<file path="config.mk">
export PLATFORM = sky130hd
export DESIGN_NAME = lms_anc_seq_flat
export DESIGN_NICKNAME = d
export VERILOG_FILES = /design/src/rtl/lms_anc_seq_pkg.sv /design/src/rtl/lms_anc_seq_if.sv /design/src/rtl/lms_anc_seq_mac.sv /design/src/rtl/lms_anc_seq.sv /design/src/flat_wrapper.sv
export SDC_FILE = /design/constraint.sdc
export NUM_CORES = 2
export LEC_CHECK = 0
export ABC_AREA = 1
export CAP_MARGIN = 10
export CELL_PAD_IN_SITES_DETAIL_PLACEMENT = 0
export CELL_PAD_IN_SITES_GLOBAL_PLACEMENT = 1
export CORE_MARGIN = 2
export CORE_UTILIZATION = 52
export CTS_CLUSTER_SIZE = 14
export DETAILED_ROUTE_END_ITERATION = 16
export GPL_TIMING_DRIVEN = 0
export PLACE_DENSITY_LB_ADDON = 0.1
export SETUP_SLACK_MARGIN = 0.4
export SLEW_MARGIN = 0
export SYNTH_ARGS = -nofsm -noshare
export SYNTH_HDL_FRONTEND = slang
export SYNTH_SLANG_ARGS = --single-unit
export TNS_END_PERCENT = 1
</file>
<file path="constraint.sdc">
create_clock -name clk -period 28.7 [get_ports clk]
set_input_delay 4.305 -clock clk [delete_from_list [all_inputs] [get_ports clk]]
set_output_delay 4.305 -clock clk [all_outputs]
set_load 0.02 [all_outputs]
</file>
<file path="src/rtl/lms_anc_seq_pkg.sv">
// Shared types and helpers for the sequential LMS noise canceller.
//   anc_mode_e  : latched adaptation mode (plain LMS, sign-error LMS, frozen)
//   anc_state_e : sequencer states
//   saturate()  : clamps a wide signed value to a signed W-bit range
package anc_pkg;

  typedef enum logic [1:0] {
    MODE_LMS    = 2'b00,
    MODE_SIGN   = 2'b01,
    MODE_FROZEN = 2'b10
  } anc_mode_e;

  typedef enum logic [2:0] {
    IDLE   = 3'd0,
    FILTER = 3'd1,
    ERROR  = 3'd2,
    UPDATE = 3'd3,
    OUT    = 3'd4
  } anc_state_e;

  // Working width for saturate(); wide enough for every intermediate sum in
  // the datapath at any legal parameter combination.
  localparam int SAT_W = 96;

  function automatic logic signed [SAT_W-1:0] saturate(input logic signed [SAT_W-1:0] v,
                                                       input int unsigned w);
    logic signed [SAT_W-1:0] hi;
    logic signed [SAT_W-1:0] lo;
    hi = (SAT_W'(1) <<< (w - 1)) - SAT_W'(1);
    lo = -hi - SAT_W'(1);
    if (v > hi)      return hi;
    else if (v < lo) return lo;
    else             return v;
  endfunction

endpackage

</file>
<file path="src/rtl/lms_anc_seq_if.sv">
// Sample-in / result-out handshake bundle of the noise canceller.
//   in_valid/in_ready   : sample pair (d_in primary, ref_in noise reference)
//   out_valid/out_ready : result pair (e_out cleaned signal, y_out noise estimate)
// master drives samples and consumes results; slave is the canceller.
interface lms_anc_seq_if #(
  parameter int DATA_WIDTH = 16
);
  logic                         in_valid;
  logic                         in_ready;
  logic signed [DATA_WIDTH-1:0] d_in;
  logic signed [DATA_WIDTH-1:0] ref_in;
  logic                         out_valid;
  logic                         out_ready;
  logic signed [DATA_WIDTH-1:0] e_out;
  logic signed [DATA_WIDTH-1:0] y_out;

  modport master (
    output in_valid, d_in, ref_in, out_ready,
    input  in_ready, out_valid, e_out, y_out
  );

  modport slave (
    input  in_valid, d_in, ref_in, out_ready,
    output in_ready, out_valid, e_out, y_out
  );
endinterface

</file>
<file path="src/rtl/lms_anc_seq_mac.sv">
// Shared signed multiplier of the noise canceller.
//   upd      : 0 = filter operands (w_k * x_k), 1 = update operands (e_k * x_k)
//   w_k, x_k : current tap weight and delay-line sample
//   e_k      : adaptation error (already sign-mapped in sign-error mode)
//   mu_shift : step size exponent, added to the fixed Q-format realignment
//   prod     : full-precision product (accumulated while filtering)
//   w_new    : saturated updated weight w_k + (prod >>> shift)
module anc_mac
  import anc_pkg::*;
#(
  parameter  int DATA_WIDTH = 16,
  parameter  int COEF_WIDTH = 18,
  localparam int MW = (COEF_WIDTH > DATA_WIDTH) ? COEF_WIDTH : DATA_WIDTH,
  localparam int PW = MW + DATA_WIDTH
) (
  input  logic                         upd,
  input  logic signed [COEF_WIDTH-1:0] w_k,
  input  logic signed [DATA_WIDTH-1:0] e_k,
  input  logic signed [DATA_WIDTH-1:0] x_k,
  input  logic [3:0]                   mu_shift,
  output logic signed [PW-1:0]         prod,
  output logic signed [COEF_WIDTH-1:0] w_new
);
  // e*x is Q2.(2*DATA_WIDTH-2); shifting by this base lands it on the weight's
  // Q1.(COEF_WIDTH-1) grid before the step-size shift is applied.
  localparam int SHIFT_BASE = 2*DATA_WIDTH - 1 - COEF_WIDTH;

  logic signed [MW-1:0]    op_a;
  logic [6:0]              sh;
  logic signed [PW-1:0]    shifted;
  logic signed [PW:0]      sum;
  logic signed [SAT_W-1:0] w_full;

  always_comb begin
    op_a    = upd ? MW'(e_k) : MW'(w_k);
    prod    = PW'(op_a) * PW'(x_k);
    sh      = 7'(SHIFT_BASE) + 7'(mu_shift);
    shifted = prod >>> sh;
    sum     = (PW+1)'(w_k) + (PW+1)'(shifted);
    w_full  = saturate(SAT_W'(sum), COEF_WIDTH);
    w_new   = w_full[COEF_WIDTH-1:0];
  end
endmodule

</file>
<file path="src/rtl/lms_anc_seq.sv">
// Sequential adaptive noise canceller: N-tap FIR on the reference input with
// one time-multiplexed multiplier, LMS / sign-error LMS / frozen adaptation.
//   clk, rst_n : clock, asynchronous active-low reset
//   clear      : synchronous zeroing of weights and delay line, aborts a sample
//   mode       : 00 LMS, 01 sign-error LMS, 1x frozen (latched per sample)
//   mu_shift   : step size 2^-mu_shift (latched per sample)
//   bus        : sample/result handshake (see lms_anc_seq_if)
module lms_anc_seq
  import anc_pkg::*;
#(
  parameter int N_TAPS     = 16,
  parameter int DATA_WIDTH = 16,
  parameter int COEF_WIDTH = 18,
  parameter int ACC_WIDTH  = DATA_WIDTH + COEF_WIDTH + $clog2(N_TAPS)
) (
  input  logic          clk,
  input  logic          rst_n,
  input  logic          clear,
  input  logic [1:0]    mode,
  input  logic [3:0]    mu_shift,
  lms_anc_seq_if.slave  bus
);
  localparam int IW = $clog2(N_TAPS);
  localparam int MW = (COEF_WIDTH > DATA_WIDTH) ? COEF_WIDTH : DATA_WIDTH;
  localparam int PW = MW + DATA_WIDTH;

  localparam logic [2:0] S_IDLE   = IDLE;
  localparam logic [2:0] S_FILTER = FILTER;
  localparam logic [2:0] S_ERROR  = ERROR;
  localparam logic [2:0] S_UPDATE = UPDATE;
  localparam logic [2:0] S_OUT    = OUT;

  localparam logic signed [DATA_WIDTH-1:0] E_MAX = {1'b0, {(DATA_WIDTH-1){1'b1}}};

  logic [2:0]                   state;
  logic [IW-1:0]                idx;
  logic signed [DATA_WIDTH-1:0] x [N_TAPS];
  logic signed [COEF_WIDTH-1:0] w [N_TAPS];
  logic signed [ACC_WIDTH-1:0]  acc;
  logic signed [DATA_WIDTH-1:0] d_lat;
  anc_mode_e                    mode_lat;
  logic [3:0]                   mu_lat;
  logic signed [DATA_WIDTH-1:0] e_r;
  logic signed [DATA_WIDTH-1:0] y_r;
  logic                         out_valid_r;

  logic                         last_tap;
  logic signed [ACC_WIDTH-1:0]  acc_sh;
  logic signed [SAT_W-1:0]      y_full;
  logic signed [SAT_W-1:0]      e_full;
  logic signed [DATA_WIDTH-1:0] y_n;
  logic signed [DATA_WIDTH-1:0] e_n;
  logic signed [DATA_WIDTH-1:0] e_sel;
  logic signed [PW-1:0]         prod;
  logic signed [COEF_WIDTH-1:0] w_new;

  assign last_tap      = (idx == IW'(N_TAPS - 1));
  assign bus.in_ready  = (state == S_IDLE);
  assign bus.out_valid = out_valid_r;
  assign bus.e_out     = e_r;
  assign bus.y_out     = y_r;

  // Output/error arithmetic (used in ERROR) and error operand for the update.
  always_comb begin
    acc_sh = acc >>> (COEF_WIDTH - 1);
    y_full = saturate(SAT_W'(acc_sh), DATA_WIDTH);
    y_n    = y_full[DATA_WIDTH-1:0];
    e_full = saturate(SAT_W'(d_lat) - SAT_W'(y_n), DATA_WIDTH);
    e_n    = e_full[DATA_WIDTH-1:0];
    e_sel  = e_r;
    if (mode_lat == MODE_SIGN) begin
      if (e_r == '0)              e_sel = '0;
      else if (e_r[DATA_WIDTH-1]) e_sel = -E_MAX;
      else                        e_sel = E_MAX;
    end
  end

  anc_mac #(
    .DATA_WIDTH (DATA_WIDTH),
    .COEF_WIDTH (COEF_WIDTH)
  ) u_mac (
    .upd      (state == S_UPDATE),
    .w_k      (w[idx]),
    .e_k      (e_sel),
    .x_k      (x[idx]),
    .mu_shift (mu_lat),
    .prod     (prod),
    .w_new    (w_new)
  );

  always_ff @(posedge clk or negedge rst_n) begin
    if (!rst_n) begin
      state       <= S_IDLE;
      idx         <= '0;
      acc         <= '0;
      d_lat       <= '0;
      mode_lat    <= MODE_LMS;
      mu_lat      <= '0;
      e_r         <= '0;
      y_r         <= '0;
      out_valid_r <= 1'b0;
      for (int k = 0; k < N_TAPS; k++) begin
        x[k] <= '0;
        w[k] <= '0;
      end
    end else if (clear) begin
      state       <= S_IDLE;
      idx         <= '0;
      out_valid_r <= 1'b0;
      for (int k = 0; k < N_TAPS; k++) begin
        x[k] <= '0;
        w[k] <= '0;
      end
    end else begin
      case (state)
        // Accept: shift reference into the delay line, latch sample controls.
        S_IDLE: begin
          if (bus.in_valid) begin
            x[0] <= bus.ref_in;
            for (int k = 1; k < N_TAPS; k++) x[k] <= x[k-1];
            d_lat    <= bus.d_in;
            mode_lat <= mode[1] ? MODE_FROZEN : (mode[0] ? MODE_SIGN : MODE_LMS);
            mu_lat   <= mu_shift;
            acc      <= '0;
            idx      <= '0;
            state    <= S_FILTER;
          end
        end
        // One MAC per tap at full accumulator precision.
        S_FILTER: begin
          acc <= acc + ACC_WIDTH'(prod);
          if (last_tap) begin
            idx   <= '0;
            state <= S_ERROR;
          end else begin
            idx <= idx + IW'(1);
          end
        end
        // Register the noise estimate and error; frozen mode skips adaptation.
        S_ERROR: begin
          y_r <= y_n;
          e_r <= e_n;
          if (mode_lat == MODE_FROZEN) begin
            state       <= S_OUT;
            out_valid_r <= 1'b1;
          end else begin
            state <= S_UPDATE;
          end
        end
        // One weight update per tap through the same multiplier.
        S_UPDATE: begin
          w[idx] <= w_new;
          if (last_tap) begin
            idx         <= '0;
            state       <= S_OUT;
            out_valid_r <= 1'b1;
          end else begin
            idx <= idx + IW'(1);
          end
        end
        // Hold results until the consumer takes them.
        S_OUT: begin
          if (bus.out_ready) begin
            out_valid_r <= 1'b0;
            state       <= S_IDLE;
          end
        end
        default: state <= S_IDLE;
      endcase
    end
  end
endmodule

</file>
<file path="src/flat_wrapper.sv">
// flat-port wrapper written by rule: the top's interface ports become plain ports
module lms_anc_seq_flat import anc_pkg::*;
#(
  parameter int N_TAPS     = 16,
  parameter int DATA_WIDTH = 16,
  parameter int COEF_WIDTH = 18,
  parameter int ACC_WIDTH  = DATA_WIDTH + COEF_WIDTH + $clog2(N_TAPS)
)
  (clk, rst_n, clear, mode, mu_shift, bus_in_valid, bus_d_in, bus_ref_in, bus_out_ready, bus_in_ready, bus_out_valid, bus_e_out, bus_y_out);
  lms_anc_seq_if #(.DATA_WIDTH(DATA_WIDTH)) bus_i ();
  input  logic clk;
  input  logic rst_n;
  input  logic clear;
  input  logic [1:0] mode;
  input  logic [3:0] mu_shift;
  input wire logic [$bits(bus_i.in_valid)-1:0] bus_in_valid;
  input wire logic [$bits(bus_i.d_in)-1:0] bus_d_in;
  input wire logic [$bits(bus_i.ref_in)-1:0] bus_ref_in;
  input wire logic [$bits(bus_i.out_ready)-1:0] bus_out_ready;
  output wire logic [$bits(bus_i.in_ready)-1:0] bus_in_ready;
  output wire logic [$bits(bus_i.out_valid)-1:0] bus_out_valid;
  output wire logic [$bits(bus_i.e_out)-1:0] bus_e_out;
  output wire logic [$bits(bus_i.y_out)-1:0] bus_y_out;
  assign bus_i.in_valid = bus_in_valid;
  assign bus_i.d_in = bus_d_in;
  assign bus_i.ref_in = bus_ref_in;
  assign bus_i.out_ready = bus_out_ready;
  assign bus_in_ready = bus_i.in_ready;
  assign bus_out_valid = bus_i.out_valid;
  assign bus_e_out = bus_i.e_out;
  assign bus_y_out = bus_i.y_out;
  lms_anc_seq #(.N_TAPS(N_TAPS), .DATA_WIDTH(DATA_WIDTH), .COEF_WIDTH(COEF_WIDTH), .ACC_WIDTH(ACC_WIDTH)) u_core (.clk(clk), .rst_n(rst_n), .clear(clear), .mode(mode), .mu_shift(mu_shift), .bus(bus_i));
endmodule
</file>
==> results.json <==
{
  "status": "complete, but fails checks",
  "violations": "max-slew violations",
  "ys_top_cells_by_area": "dfrtp_1 34%, nand2_1 16%, fa_1 12%, inv_1 7.2%, ha_1 4.6%",
  "syn_area_per_cell_um2": 7.33,
  "die_h_um": 308,
  "p_seq_frac": 0.144,
  "path_clk_slew_ns": 0.07,
  "wirelength_um": 189000,
  "fmax_ghz": 0.0618,
  "grt_pass1_wl_um": 282000,
  "cts_sinks": 644,
  "comb_power_share": 0.712,
  "grt_max_degree": 120,
  "whs_endpoint": "u_core.w[32]",
  "dp.final_hpwl_um": 146000,
  "critPathLaunch": "u_core.idx[0]",
  "synth_edf_count": 0,
  "synth_ff_type": "dfrtp_1",
  "drv_slew": 4,
  "grt_pass1_vias": 44597,
  "numPortBuffers": 75,
  "setup_viol": 0,
  "rsz0062_at_grt": "false",
  "grt_remaining_overflow": 0,
  "power.share.switching": 0.587,
  "synth_top_cell_by_area": "dfrtp_1",
  "power_mw": 7.05,
  "busiest_layer": "met2",
  "p_per_area_nw_per_um2": 133,
  "area_growth_syn_to_layout_pct": 10.6,
  "place_congestion": 0.993,
  "fin_skew_ns": 0.0418,
  "grtUsageMet2": 0.575,
  "intPower_mw": 2.92,
  "dieArea_um2": 94900,
  "diodes": 0,
  "startpoint_type": "flop",
  "hold_violations": 0,
  "syn-num-nets": 7069,
  "r2r_cells": 59,
  "core_region_area_um2": 91700,
  "nFillCells": 8753,
  "firstDrtPassIters": 8,
  "via_per_inst": 5.90,
  "rr_endpoint": "u_core.w[147]",
  "clk_latency_ns": 0.68,
  "min_period_over_period": 0.564,
  "synth_area_um2": 48000,
  "post_cts_buffers": 0,
  "arrival_ns": 16.78,
  "hold_path_depth": 2,
  "hold_ws_ns": 0.477,
  "die_w_um": 308,
  "ios": 77,
  "timing.max_cap.violations": 0,
  "clockPowerShare": 0.144,
  "start_util": 0.524,
  "synthesis.instances": 6555,
  "drt_iter0_drc": 6230,
  "ant_nets": 0,
  "nets": 7239,
  "antenna_found_initial": 3,
  "critical_path.most_common_cell": "nand2_1",
  "cts_buffer_depth": 3,
  "vias": 47010,
  "use_met3": 0.113,
  "hp-start": "u_core.w[32]",
  "critPathKind": "flop to flop",
  "cpPeakStageDelay_ns": 1.22,
  "htree_levels": 3,
  "wl_per_cell_um": 23.7,
  "grt_util_met1": 0.558,
  "cp.required_ns": 29.29,
  "drive_above_1_share": 0.0302,
  "rows": 111,
  "hold_buffers": 0,
  "synth.yosys.warnings": 0,
  "yosysSeqAreaShare": 0.335,
  "cp_max_fo": 10,
  "yosysUniqueCellTypes": 57,
  "cts_buffers": 77,
  "r2r-start": "u_core.idx[0]",
  "ys_seq_elements": 644,
  "tightest_slew_ns": 1.56,
  "ir_drop_uv": 185,
  "cts_resized": 0,
  "reg2reg_slack_ns": 12.52,
  "post-route-drc-count": 0,
  "hp-class": "flop to flop",
  "slowest_stage": "a221oi_1",
  "final.min_clock_period_ns": 16.18,
  "synthArstFlopShare": 1.00,
  "relSlewSlack": -0.0424,
  "crit_path_end_kind": "flop",
  "cts_root_buffer": "clkbuf_16",
  "leakage_nw": 27.0,
  "track_usage": 0.399,
  "cts_tree": "done",
  "switchingPower_mw": 4.14,
  "synthDominantCellAreaShare": 0.335
}
==> power groups by stage <==
stage | Combinational (mW) | Sequential, mW | Clock (mW)
final | 5.02 | 1.02 | 1.01
after global routing | 5.38 | 1.02 | 1.06
after CTS | 4.87 | 1.02 | 1.01
after detailed placement | 4.85 | 1.03 | 0
after global placement | 4.83 | 1.04 | 0
after floorplan | 3.08 | 1.05 | 0
==> state kept, by name, indices dropped and copies added, names as in the netlist, 2 cells and up <==
signal / cells
u_core.idx: 4
u_core.d_lat: 16
u_core.bus.e_out: 16
u_core.x: 256
u_core.w: 288
u_core.mu_lat: 4
u_core.mode_lat: 2
u_core.bus.y_out: 16
u_core.acc: 38
u_core.state: 3
==> synthesized netlist by cell type, types with 4 or more instances <==
master / instances
o31ai_1: 12
a21oi_1: 313
clkinv_1: 29
nand3_1: 275
nor2_1: 531
o221ai_1: 5
o21ai_0: 432
a21o_1: 9
xor2_1: 43
buf_2: 15
or2_2: 6
nand2_2: 4
a22o_1: 8
clkbuf_1: 206
a32oi_1: 11
nor4_1: 6
o22ai_1: 256
xnor2_1: 16
o21bai_1: 19
a221oi_1: 11
and2_1: 4
dfrtp_1: 644
inv_1: 928
inv_2: 7
a22oi_1: 12
a32o_1: 29
ha_1: 177
o211ai_1: 10
nand2_1: 2033
buf_4: 8
a31oi_1: 6
nand2_4: 10
o21a_1: 6
fa_1: 294
nand4_1: 56
nor3_1: 38
buf_1: 48
buf_6: 10
==> placed cells by master, fill, tap and decap left out, types with 7 or more instances in the layout <==
cell type        netlist  routed
xor2_1                43      43
fa_1                 294     294
clkdlybuf4s50_1        0      74
nand2_1             2033    2033
clkbuf_16              0      78
buf_6                 10      10
xnor2_1               16      16
a32o_1                29      29
nand2_4               10      10
clkinv_2               0       8
o211ai_1              10      10
clkbuf_8               0      19
buf_4                  8      14
a22o_1                 8       8
buf_1                 48      48
a221oi_1              11       9
a21o_1                 9       9
o21ai_0              432     432
o22ai_1              256     256
inv_2                  7       7
a21oi_1              313     313
nand4_1               56      56
inv_1                928     928
nand3_1              275     275
a32oi_1               11      11
nor2_1               531     530
ha_1                 177     177
nor3_1                38      38
buf_2                 15      17
dfrtp_1              644     644
o21bai_1              19      19
a22oi_1               12      12
o31ai_1               12      12
clkbuf_1             206     225
clkinv_1              29      29
==> worst max-delay path by stage <==
stage | endpoint | slack, ns | depth (start not counted)
after global placement | u_core.bus.y_out[10] | -6.42 | 1
after global routing | u_core.w[95] | 12.22 | 60
after CTS | u_core.w[57] | 13.34 | 59
after floorplan | u_core.w[108] | 18.80 | 62
final | u_core.w[147] | 12.52 | 59
after detailed placement | u_core.w[3] | 13.36 | 59
==> cell type report <==
type,count,area (µm²),share of cell area
Timing Repair Buffer,91,1010,0.0189
Tap cell,1186,1480,0.0279
Clock buffer,116,2280,0.0430
Multi-Input combinational cell,4659,27100,0.510
Buffer,288,1220,0.0230
Sequential cell,644,16100,0.303
Inverter,964,3620,0.0681
Clock inverter,21,299,0.00563
==> logic make-up (layout without fill, tap and decap cells) <==
group | Yosys count | in the layout | synth area share
buf+inv | 1252 | 1480 | 0.101
compound gates | 1152 | 1152 | 0.137
simple gates | 2975 | 2975 | 0.247
xor+xnor | 59 | 59 | 0.0108
mux | 2 | 2 | 0.000417
fa+ha+maj | 471 | 471 | 0.169
flops | 644 | 644 | 0.335
==> per-stage QoR <==
| stage | instances | util | TNS, ns | worst slack, ns | cell area, µm² |
|---|---|---|---|---|---|
| 2_1_floorplan | 6555 | - | 0 | 18.80 | 48000 |
| 3_3_place_gp | 7816 | 0.549 | -4024.08 | -6.42 | 50300 |
| 3_5_place_dp | 7829 | 0.551 | 0 | 13.36 | 50500 |
| 4_1_cts | 7966 | 0.579 | 0 | 13.34 | 53100 |
| 5_1_grt | 7969 | 0.580 | 0 | 12.22 | 53100 |
| 6_report | 7969 | 0.580 | 0 | 12.52 | 53100 |
==> critical path: cells and delay by family, from the launching register on <==
family | cells | cell delay, ns
fa+ha+maj | 8 | 3.55
simple gates | 36 | 7.02
compound gates | 4 | 2.31
flops | 1 | 0.42
buf+inv | 11 | 2.72
==> per-layer routing <==
metal  wire, µm  vias to the layer above
li1           -                    21203
met1      77700                    22800
met2      79200                     2561
met3      22600                      444
met4       9640                        2
met5         16                        -
Power figures use the tool's default switching activity.
